<file path="config.mk">
export PLATFORM = sky130hd
export DESIGN_NAME = alu_sequencer_flat
export DESIGN_NICKNAME = d
export VERILOG_FILES = /design/src/rtl/alu_sequencer_if.sv /design/src/rtl/alu_sequencer.sv /design/src/flat_wrapper.sv
export SDC_FILE = /design/constraint.sdc
export NUM_CORES = 1
export LEC_CHECK = 0
export ABC_AREA = 1
export ABC_CLOCK_PERIOD_IN_PS = 3900
export BUFFER_PORTS_ARGS = -buffer_cell sky130_fd_sc_hd__buf_4
export CAP_MARGIN = 15
export CORE_UTILIZATION = 50
export CTS_CLUSTER_SIZE = 40
export DETAILED_ROUTE_END_ITERATION = 16
export PLACE_DENSITY = 0.9
export SETUP_SLACK_MARGIN = 0.05
export SYNTH_ARGS = -nofsm -noshare
export SYNTH_HDL_FRONTEND = slang
export SYNTH_SLANG_ARGS = --single-unit
</file>
<file path="constraint.sdc">
create_clock -name clk -period 3.9 [get_ports clk]
set_input_delay 1.17 -clock clk [delete_from_list [all_inputs] [get_ports clk]]
set_output_delay 1.17 -clock clk [all_outputs]
set_load 0.02 [all_outputs]
</file>
<file path="src/rtl/alu_sequencer_if.sv">
// Memory and ALU bus shared by the sequencer (master) and its memory/ALU (slave).
// The sequencer drives addresses, write data and operands; the slave returns read data and ALU results.
interface alu_sequencer_if #(
  parameter int DATA_W = 8,
  parameter int ADDR_W = 12,
  parameter int OP_W   = 4
);
  logic              mem_we;
  logic              mem_re;
  logic [ADDR_W-1:0] mem_addr;
  logic [DATA_W-1:0] mem_wdata;
  logic [DATA_W-1:0] mem_rdata;
  logic [DATA_W-1:0] alu_a;
  logic [DATA_W-1:0] alu_b;
  logic [OP_W-1:0]   alu_op;
  logic [DATA_W-1:0] alu_result;
  logic              alu_carry;

  modport master (
    output mem_we, mem_re, mem_addr, mem_wdata, alu_a, alu_b, alu_op,
    input  mem_rdata, alu_result, alu_carry
  );

  modport slave (
    input  mem_we, mem_re, mem_addr, mem_wdata, alu_a, alu_b, alu_op,
    output mem_rdata, alu_result, alu_carry
  );
endinterface

</file>
<file path="src/rtl/alu_sequencer.sv">
// Fetches two operands from memory, runs them through an external ALU and
// optionally writes the result back, one operation per accepted start.
module alu_sequencer #(
  parameter int DATA_W    = 8,
  parameter int ADDR_W    = 12,
  parameter int OP_W      = 4,
  parameter int WRITEBACK = 1
) (
  input  logic              clk,
  input  logic              reset,
  input  logic              start,
  input  logic [ADDR_W-1:0] src_a_addr,
  input  logic [ADDR_W-1:0] src_b_addr,
  input  logic [ADDR_W-1:0] dst_addr,
  input  logic [OP_W-1:0]   op_in,
  alu_sequencer_if.master   bus,
  output logic              busy,
  output logic              done,
  output logic [DATA_W-1:0] result,
  output logic              carry
);

  typedef enum logic [2:0] {
    IDLE, FETCH_A, LATCH_A, FETCH_B, LATCH_B, EXEC, WRITE, DONE
  } state_t;

  state_t            state_reg, state_next;
  logic [ADDR_W-1:0] a_addr_reg, b_addr_reg, dst_addr_reg;
  logic [OP_W-1:0]   op_reg;
  logic [DATA_W-1:0] opa_reg, opb_reg, result_reg;
  logic              carry_reg;

  logic              mem_we, mem_re;
  logic [ADDR_W-1:0] mem_addr;
  logic [DATA_W-1:0] mem_wdata;

  always_ff @(posedge clk or negedge reset) begin
    if (!reset) state_reg <= IDLE;
    else        state_reg <= state_next;
  end

  // Request fields are captured only on acceptance, so later input changes cannot disturb a running op.
  always_ff @(posedge clk or negedge reset) begin
    if (!reset) begin
      a_addr_reg   <= '0;
      b_addr_reg   <= '0;
      dst_addr_reg <= '0;
      op_reg       <= '0;
      opa_reg      <= '0;
      opb_reg      <= '0;
      result_reg   <= '0;
      carry_reg    <= 1'b0;
    end else begin
      case (state_reg)
        IDLE: begin
          if (start) begin
            a_addr_reg   <= src_a_addr;
            b_addr_reg   <= src_b_addr;
            dst_addr_reg <= dst_addr;
            op_reg       <= op_in;
          end
        end
        LATCH_A: opa_reg <= bus.mem_rdata;
        LATCH_B: opb_reg <= bus.mem_rdata;
        EXEC: begin
          result_reg <= bus.alu_result;
          carry_reg  <= bus.alu_carry;
        end
        default: ;
      endcase
    end
  end

  always_comb begin
    state_next = state_reg;
    mem_we     = 1'b0;
    mem_re     = 1'b0;
    mem_addr   = '0;
    mem_wdata  = '0;
    done       = 1'b0;
    case (state_reg)
      IDLE:    if (start) state_next = FETCH_A;
      FETCH_A: begin
        mem_re     = 1'b1;
        mem_addr   = a_addr_reg;
        state_next = LATCH_A;
      end
      LATCH_A: state_next = FETCH_B;
      FETCH_B: begin
        mem_re     = 1'b1;
        mem_addr   = b_addr_reg;
        state_next = LATCH_B;
      end
      LATCH_B: state_next = EXEC;
      EXEC:    state_next = (WRITEBACK != 0) ? WRITE : DONE;
      WRITE: begin
        mem_we     = 1'b1;
        mem_addr   = dst_addr_reg;
        mem_wdata  = result_reg;
        state_next = DONE;
      end
      DONE: begin
        done       = 1'b1;
        state_next = IDLE;
      end
      default: state_next = IDLE;
    endcase
  end

  assign bus.mem_we    = mem_we;
  assign bus.mem_re    = mem_re;
  assign bus.mem_addr  = mem_addr;
  assign bus.mem_wdata = mem_wdata;
  assign bus.alu_a     = opa_reg;
  assign bus.alu_b     = opb_reg;
  assign bus.alu_op    = op_reg;

  assign busy   = (state_reg != IDLE);
  assign result = result_reg;
  assign carry  = carry_reg;

endmodule

</file>
<file path="src/flat_wrapper.sv">
// flat-port wrapper written by rule: the top's interface ports become plain ports
module alu_sequencer_flat 
#(
  parameter int DATA_W    = 8,
  parameter int ADDR_W    = 12,
  parameter int OP_W      = 4,
  parameter int WRITEBACK = 1
)
  (clk, reset, start, src_a_addr, src_b_addr, dst_addr, op_in, busy, done, result, carry, bus_mem_we, bus_mem_re, bus_mem_addr, bus_mem_wdata, bus_alu_a, bus_alu_b, bus_alu_op, bus_mem_rdata, bus_alu_result, bus_alu_carry);
  alu_sequencer_if #(.DATA_W(DATA_W), .ADDR_W(ADDR_W), .OP_W(OP_W)) bus_i ();
  input  logic clk;
  input  logic reset;
  input  logic start;
  input  logic [ADDR_W-1:0] src_a_addr;
  input  logic [ADDR_W-1:0] src_b_addr;
  input  logic [ADDR_W-1:0] dst_addr;
  input  logic [OP_W-1:0] op_in;
  output logic busy;
  output logic done;
  output logic [DATA_W-1:0] result;
  output logic carry;
  output wire logic [$bits(bus_i.mem_we)-1:0] bus_mem_we;
  output wire logic [$bits(bus_i.mem_re)-1:0] bus_mem_re;
  output wire logic [$bits(bus_i.mem_addr)-1:0] bus_mem_addr;
  output wire logic [$bits(bus_i.mem_wdata)-1:0] bus_mem_wdata;
  output wire logic [$bits(bus_i.alu_a)-1:0] bus_alu_a;
  output wire logic [$bits(bus_i.alu_b)-1:0] bus_alu_b;
  output wire logic [$bits(bus_i.alu_op)-1:0] bus_alu_op;
  input wire logic [$bits(bus_i.mem_rdata)-1:0] bus_mem_rdata;
  input wire logic [$bits(bus_i.alu_result)-1:0] bus_alu_result;
  input wire logic [$bits(bus_i.alu_carry)-1:0] bus_alu_carry;
  assign bus_mem_we = bus_i.mem_we;
  assign bus_mem_re = bus_i.mem_re;
  assign bus_mem_addr = bus_i.mem_addr;
  assign bus_mem_wdata = bus_i.mem_wdata;
  assign bus_alu_a = bus_i.alu_a;
  assign bus_alu_b = bus_i.alu_b;
  assign bus_alu_op = bus_i.alu_op;
  assign bus_i.mem_rdata = bus_mem_rdata;
  assign bus_i.alu_result = bus_alu_result;
  assign bus_i.alu_carry = bus_alu_carry;
  alu_sequencer #(.DATA_W(DATA_W), .ADDR_W(ADDR_W), .OP_W(OP_W), .WRITEBACK(WRITEBACK)) u_core (.clk(clk), .reset(reset), .start(start), .src_a_addr(src_a_addr), .src_b_addr(src_b_addr), .dst_addr(dst_addr), .op_in(op_in), .bus(bus_i), .busy(busy), .done(done), .result(result), .carry(carry));
endmodule
</file>
==> results of run 1 <==
-- layout by cell type (no fill, tap or decap) --
master and n:
nor2_1 20, nand2_2 2, nand2_4 2, nand2_1 104, o21ai_2 21, clkbuf_1 2, o21ai_1 20, dfrtp_1 68
o21ai_0 17, buf_4 113, clkinvlp_4 1, nand3b_1 1, nand3_1 14, nand3_4 1, clkbuf_8 9, clkinv_2 3
inv_8 1, inv_1 63, ha_1 4, bufinv_16 1, inv_2 1, a21oi_1 8
-- through the flow --
| stage | hold slack (ns) | setup WS (ns) | power [W] |
|---|---|---|---|
| 4_1_cts | 0.4907 | 0.8613 | 0.003372 |
| 3_3_place_gp | 0.4641 | 1.309 | 0.002745 |
| 2_1_floorplan | 0.4553 | 1.427 | 0.002242 |
| 6_report | 0.4897 | 0.8732 | 0.003340 |
| 5_1_grt | 0.5159 | 0.7009 | 0.003591 |
| 3_5_place_dp | 0.4717 | 1.241 | 0.002813 |
-- per-layer routing --
metal  vias up  wire, µm
li1       1318         -
met1      1196      2985
met2        80      3363
met3        10       519
met4         0       114
met5         -         0
-- worst paths after layout --
kind / start / endpoint / slack [ns] / cells past startpoint
worst max-delay path: u_core.state_reg[0] / bus_mem_addr[0] / 0.87 / 7
worst max register to register: u_core.state_reg[1] / u_core.dst_addr_reg[3] / 1.85 / 4
worst min register to register: u_core.b_addr_reg[6] / u_core.b_addr_reg[6] / 0.49 / 2
min in group asynchronous: reset / u_core.bus.alu_a[4] / 0.93 / 1
max in group asynchronous: reset / u_core.bus.alu_b[5] / 2.42 / 1
worst min-delay path: u_core.b_addr_reg[6] / u_core.b_addr_reg[6] / 0.49 / 2
-- kinds of logic after synthesis --
kind of cell | Yosys count
fa+ha+maj | 4
simple gates | 144
compound gates | 66
flops | 68
buf+inv | 80
-- area by class of cell --
class                      instances  area, µm²
multi-input combinational        214       1055
tap                               75      93.84
clock buffer                      11      131.4
fill                             493       1857
sequential                        68       1702
inverter                          65      251.5
clock inverter                     5      52.55
timing repair buffer             113      848.3
-- report_power, final --
part / switching (W) / internal (W)
Sequential: 0.000205 / 0.00104
Combinational: 0.000925 / 0.000625
Clock: 0.000257 / 0.000292
Total: 0.00139 / 0.00195
-- worst max-delay path, delay by kind of cell (launching register included) --
kind	cells	cell delay [ns]
buffers and inverters	3	0.49
DFF	1	0.42
and+or+nand+nor	3	0.33
adders and majority gates	1	0.28
==> results.json, run 1 <==
{
  "crit_arrival_ns": 1.86,
  "stdcell_count": 551,
  "yosys.area_share.simple": 0.1887,
  "port-buffer-count": 112,
  "top_usage_layer": "met2",
  "max-slew-margin-rel": 0.3835,
  "post_cts_resized": 0,
  "grt_pass1_wl_um": 11300,
  "grt_max_degree": 81,
  "worstPathRequired_ns": 2.73,
  "use_met1": 0.2999,
  "fmax_ghz": 0.3304,
  "yosys-top-cells-count": "nand2_1, dfrtp_1, inv_1",
  "clkLatencyLatePin_ns": 0.34,
  "outcome": "completed",
  "ys_ff_latch": 68,
  "ys_seq_area_frac": 0.5393,
  "worstSetupEndpointType": "output pin",
  "fp.dieW_um": 81.44,
  "path_clk_slew_ns": 0.07,
  "synth_top_area_share": 0.5393,
  "synth_area_um2": 3156,
  "antenna_cells": 0,
  "drive_gt1_frac": 0.3256,
  "die_h_um": 81.44,
  "cts_hold_buf": 0,
  "yosysTopAreaCell": "dfrtp_1",
  "synth_compound_area_frac": 0.1297,
  "numCtsBuffers": 9,
  "finalSetupViolCount": 0,
  "setup_tns_ns": 0,
  "rsz0062_at_grt": "false",
  "fin_crit_sh": 0.7761,
  "ys_async_sr_fraction": 1.000,
  "clock_sinks": 68,
  "final_area_um2": 4134,
  "synth.avg_cell_area_um2": 8.717,
  "rows": 28,
  "critPathMaxStageDelay_ns": 0.42,
  "yosysWarnings": 0,
  "synthCells": 362,
  "grt_overflow": 0,
  "met3_usage": 0.06889,
  "dr.pass1.iters": 5,
  "p_leak_nw": 2.354,
  "grt_antenna_before_repair": 0,
  "synth_fa_ha_area_frac": 0.01586,
  "drc_errors": 0,
  "syn_nets": 426,
  "cellPowerDensity_nw_per_um2": 808.0,
  "postCtsSetupBuffers": 0,
  "vias": 2604,
  "ir_drop_v": 0.0004680,
  "ys.flop_type": "dfrtp_1",
  "ys_top_cells_by_area": "dfrtp_1, nand2_1, inv_1",
  "place.gp.congestion": 0.7832,
  "dr.first_iter.drc_count": 95,
  "grt.total_usage": 0.2298,
  "io_pins": 113,
  "post_drt_wl_per_cell_um": 12.67,
  "use_met2": 0.3533,
  "cts_buffer_depth": 2,
  "initial_core_util": 0.5267,
  "critPathMaxFanout": 13,
  "dp_hpwl_um": 4972,
  "cpMaxStageDelayCell": "dfrtp_1",
  "skew_ns": 0.009207,
  "yosys.area_share.xor_xnor": 0,
  "worst_slew_pin_slew_ns": 0.9248,
  "area_growth_pct": 31.01,
  "synth_edf_count": 0,
  "cap_violations": 0,
  "die_area_um2": 6632,
  "synth_cell_types": 19,
  "h-tree-depth": 3,
  "fin_nets": 535,
  "period_minus_slack_ns": 3.027,
  "post_dp_cell_area_um2": 3950,
  "hold_path.class": "flop to flop",
  "drtAntennaViolNets": 0,
  "core-area_um2": 5991,
  "via_per_inst": 4.726,
  "dp.cells": 535,
  "fin_util": 0.6901,
  "drv_slew": 0,
  "synth_top_family_by_area": "simple AND/OR/NAND/NOR gates",
  "cts_tree": "yes",
  "critical_path_class": "flop to output pin",
  "yosys.cell_count.top_type": "nand2_1",
  "cts_root_buffer": "clkbuf_8",
  "hold_viol": 0,
  "setup.worst_path.start_class": "flop",
  "first_global_vias": 2414,
  "totalWireLength_um": 6982,
  "crit_chain": "inv_1 > ha_1 > nand2_4 > inv_2 > nand2_1 > nand3_1 > buf_4",
  "synth_mux_area_frac": 0
}
Power figures use the tool's default switching activity.
==> run 2: changes to the inputs <==
- ABC_CLOCK_PERIOD_IN_PS: 3900 -> 3100
- clock period: 3.9 -> 3.1 ns (I/O delays scaled with it)
==> results.json, run 2 (same netlist as run 1, synthesis figures left out) <==
{
  "worstHoldStart": "u_core.a_addr_reg[9]",
  "die_area_um2": 6632,
  "dp_hpwl_um": 5085,
  "crit_arrival_ns": 1.86,
  "max-slew-margin-rel": 0.3719,
  "cellPowerDensity_nw_per_um2": 1023,
  "port-buffer-count": 112,
  "worstPathRequired_ns": 2.17,
  "postCtsSetupBuffers": 0,
  "path_buf_inv": 3,
  "grt_overflow": 0,
  "via_per_inst": 4.769,
  "dr.pass1.iters": 4,
  "h-tree-depth": 3,
  "totalWireLength_um": 6995,
  "critPathMaxStageDelay_ns": 0.41,
  "fp.dieW_um": 81.44,
  "layout_commonest_cell": "buf_4",
  "grt_max_degree": 81,
  "period_minus_slack_ns": 2.793,
  "fin_util": 0.6911,
  "antenna_cells": 0,
  "crit_chain": "inv_1 > ha_1 > nand2_4 > inv_2 > nand2_1 > nand3_1 > buf_4",
  "setup.worst_path.start_class": "flop",
  "io_pins": 113,
  "grt.total_usage": 0.2272,
  "critical_path_class": "flop to output pin",
  "p_leak_nw": 2.359,
  "fin_total_pwr_w": 0.004236,
  "initial_core_util": 0.5267,
  "cpMaxStageDelayCell": "dfrtp_1",
  "path_depth": 7,
  "rsz0062_at_grt": "false",
  "dr.first_iter.drc_count": 178,
  "vias": 2618,
  "pre_cts_ws_ns": 0.6618,
  "post_drt_wl_per_cell_um": 12.74,
  "startpoint": "u_core.state_reg[0]",
  "cts_root_buffer": "clkbuf_8",
  "first_global_vias": 2375,
  "worst_slew_pin_slew_ns": 0.9422,
  "numCtsBuffers": 9,
  "stdcell_count": 549,
  "hold_viol": 0,
  "path_delay_family": "buffers and inverters",
  "grt_antenna_before_repair": 0,
  "worstSetupEndpointType": "output pin",
  "cts_hold_buf": 0,
  "drv_slew": 0,
  "path_clk_slew_ns": 0.07,
  "fin_crit_sh": 0.9009,
  "dp.cells": 535,
  "hold_path.class": "flop to flop",
  "clkLatencyLatePin_ns": 0.33,
  "drc_errors": 0,
  "critPathCapture": "bus_mem_addr[8]",
  "timing.rr.start": "u_core.state_reg[1]",
  "fillers": 493,
  "post_cts_resized": 0,
  "fin_nets": 535,
  "r2r-end": "u_core.dst_addr_reg[9]",
  "setup_tns_ns": 0,
  "reg2reg_slack_ns": 1.01,
  "area_growth_pct": 31.21,
  "mostFrequentLayoutCells": "buf_4, nand2_1, dfrtp_1, inv_1, o21ai_2",
  "grt_pass1_wl_um": 11200,
  "fmax_ghz": 0.3581,
  "cap_violations": 0,
  "r2r_cells": 5,
  "cts_buffer_depth": 2,
  "skew_ns": 0.008720,
  "clock_sinks": 68,
  "cts_tree": "yes",
  "place.gp.congestion": 0.7829,
  "drtAntennaViolNets": 0,
  "rows": 28,
  "ir_drop_v": 0.0005944,
  "finalSetupViolCount": 0,
  "critPathMaxFanout": 13,
  "drive_gt1_frac": 0.3249,
  "outcome": "completed",
  "die_h_um": 81.44,
  "setup_slack_ns": 0.3073,
  "core-area_um2": 5991
}
run 2: report_power, final:
part           total, W  switching [W]  internal (W)  leakage [nW]
clock          0.000720       0.000314      0.000406        0.0983
combinational   0.00195        0.00116      0.000787          1.42
sequential      0.00156       0.000261       0.00130         0.838
run 2: layout make-up:
class                           instances  area, µm²  area share
Sequential cell                        68       1702      0.4110
Multi-Input combinational cell        214       1055      0.2548
Timing Repair Buffer                  113      848.3      0.2049
Inverter                               65      251.5     0.06074
Clock buffer                           12      155.1     0.03747
Tap cell                               75      93.84     0.02267
Clock inverter                          2      35.03    0.008462
run 2: worst min-delay path by stage:
stage | slack (ns) | depth (start not counted) | endpoint
final | 0.49 | 2 | u_core.a_addr_reg[9]
after global placement | 0.46 | 2 | u_core.b_addr_reg[9]
after floorplan | 0.46 | 2 | u_core.a_addr_reg[0]
after detailed placement | 0.47 | 2 | u_core.b_addr_reg[8]
after global routing | 0.50 | 2 | u_core.bus.alu_op[3]
after CTS | 0.48 | 2 | u_core.b_addr_reg[8]
run 2: worst min-delay path, stage by stage (launching register included):
cell and delay, ns:
dfrtp_1 0.34, nand2_1 0.07, o21ai_2 0.05
run 2: per-layer routing:
metal	share of wire	global-route usage	wire length, µm	vias to the layer above
met5	0	0	0	-
met4	0.016	0.1018	113	0
met2	0.49	0.3575	3433	67
met1	0.43	0.2990	3039	1223
li1	-	-	-	1318
met3	0.058	0.05333	408	10
run 2: through the flow:
| step | hold WS [ns] | cell area (µm²) |
|---|---|---|
| after floorplan | 0.4553 | 3156 |
| after global placement | 0.4640 | 3950 |
| after detailed placement | 0.4680 | 3950 |
| after CTS | 0.4846 | 4140 |
| after global routing | 0.5030 | 4140 |
| final | 0.4883 | 4140 |
==> run 3: changes to the inputs <==
- PLACE_DENSITY: 0.9 -> not set
- PLACE_DENSITY_LB_ADDON: not set -> 0.05
==> results.json, run 3 (same netlist as run 1, synthesis figures left out) <==
{
  "setup.worst_path.start_class": "flop",
  "reg2reg_slack_ns": 1.58,
  "setup_slack_ns": 0.2958,
  "critPathCapture": "bus_mem_addr[6]",
  "cap_violations": 0,
  "totalWireLength_um": 6586,
  "cts_tree": "yes",
  "grt_antenna_before_repair": 0,
  "die_area_um2": 6632,
  "cts_buffer_depth": 2,
  "use_met1": 0.2873,
  "fin_hold_ws_ns": 0.4867,
  "hold_path.class": "flop to flop",
  "worst_slew_pin_slew_ns": 0.8381,
  "skew_ns": 0.008698,
  "crit_arrival_ns": 1.87,
  "timing.rr.start": "u_core.state_reg[0]",
  "finalSetupViolCount": 0,
  "io_pins": 113,
  "fin_crit_sh": 0.9046,
  "drtAntennaViolNets": 0,
  "drc_errors": 0,
  "critPathMaxFanout": 13,
  "hold_viol": 0,
  "first_global_vias": 2364,
  "cts_hold_buf": 0,
  "pre_cts_ws_ns": 0.6580,
  "area_growth_pct": 31.92,
  "dr.pass1.iters": 4,
  "critical_path_class": "flop to output pin",
  "r2r-end": "u_core.dst_addr_reg[1]",
  "clkLatencyLatePin_ns": 0.34,
  "outcome": "completed",
  "rows": 28,
  "grt.total_usage": 0.2142,
  "numCtsBuffers": 9,
  "via_per_inst": 4.638,
  "drive_gt1_frac": 0.3291,
  "core-area_um2": 5991,
  "dr.first_iter.drc_count": 110,
  "r2r_cells": 6,
  "post_dp_cell_area_um2": 3970,
  "h-tree-depth": 3,
  "worstPathRequired_ns": 2.17,
  "vias": 2560,
  "final_area_um2": 4163,
  "fillers": 509,
  "drv_slew": 0,
  "max-slew-margin-rel": 0.4413,
  "met3_usage": 0.06000,
  "p_leak_nw": 2.367,
  "cellPowerDensity_nw_per_um2": 1010,
  "fp.dieW_um": 81.44,
  "place.gp.congestion": 0.8049,
  "rsz0062_at_grt": "false",
  "worstSetupEndpointType": "output pin",
  "grt_pass1_wl_um": 10540,
  "dp_hpwl_um": 4617,
  "fin_nets": 536,
  "die_h_um": 81.44,
  "post_cts_resized": 0,
  "mostFrequentLayoutCells": "buf_4, nand2_1, dfrtp_1, inv_1, o21ai_2",
  "grt_max_degree": 81,
  "fin_total_pwr_w": 0.004206,
  "use_met2": 0.3133,
  "clock_sinks": 68,
  "port-buffer-count": 112,
  "cts_root_buffer": "clkbuf_8",
  "initial_core_util": 0.5267,
  "layout_commonest_cell": "buf_4",
  "setup_tns_ns": 0,
  "fmax_ghz": 0.3566,
  "path_clk_slew_ns": 0.08,
  "antenna_cells": 0,
  "top_usage_layer": "met2",
  "startpoint": "u_core.state_reg[0]",
  "period_minus_slack_ns": 2.804,
  "post_drt_wl_per_cell_um": 11.93,
  "postCtsSetupBuffers": 0,
  "ir_drop_v": 0.0005351,
  "grt_overflow": 0
}
[run 3: cell types whose count changed in the layout (fill, tap and decap cells not counted), sizes merged]
cell,before,now
clkinvlp,0,1
clkinv,1,4
clkbuf,12,10
buf,113,114
[run 3: critical path, cell delays in order, from the launching register on]
cell	delay, ns
dfrtp_1	0.42
inv_1	0.10
ha_1	0.28
nand2_4	0.13
inv_2	0.24
nand2_1	0.10
nand3_1	0.12
buf_4	0.15
[run 3: worst min-delay path by stage]
stage | start | endpoint | slack (ns) | depth (start not counted)
after floorplan | u_core.a_addr_reg[0] | u_core.a_addr_reg[0] | 0.46 | 2
after global placement | u_core.a_addr_reg[10] | u_core.a_addr_reg[10] | 0.47 | 2
after detailed placement | u_core.a_addr_reg[9] | u_core.a_addr_reg[9] | 0.47 | 2
after CTS | u_core.a_addr_reg[9] | u_core.a_addr_reg[9] | 0.49 | 2
after global routing | u_core.b_addr_reg[1] | u_core.b_addr_reg[1] | 0.51 | 2
final | u_core.bus.alu_op[1] | u_core.bus.alu_op[1] | 0.49 | 2
[run 3: area by class of cell]
class                   instances  area, µm²  share of cell area
flip-flops and latches         68       1702              0.4088
multi-input cells             214       1055              0.2534
repair buffers                114      868.3              0.2086
inverters                      65      251.5             0.06041
clock buffers                  10      127.6             0.03066
well taps                      75      93.84             0.02254
clock inverters                 6      65.06             0.01563
[run 3: power breakdown]
group | switching, W | leakage (nW) | internal [W]
sequential | 0.000258 | 0.838 | 0.00130
combinational | 0.00114 | 1.43 | 0.000794
clock | 0.000335 | 0.0962 | 0.000371
[run 3: routing by layer]
metal / share of wire / up-vias / wire (µm)
met1: 0.47 / 1145 / 3104
met5: 0 / - / 0
met3: 0.074 / 12 / 487
li1: - / 1322 / -
met2: 0.43 / 81 / 2847
met4: 0.022 / 0 / 146
[run 3: through the flow]
| stage | instances | utilization |
|---|---|---|
| finish | 552 | 0.6949 |
| global route | 552 | 0.6949 |
| floorplan | 362 | - |
| detailed placement | 536 | 0.6627 |
| global placement | 536 | 0.6627 |
| CTS | 552 | 0.6949 |
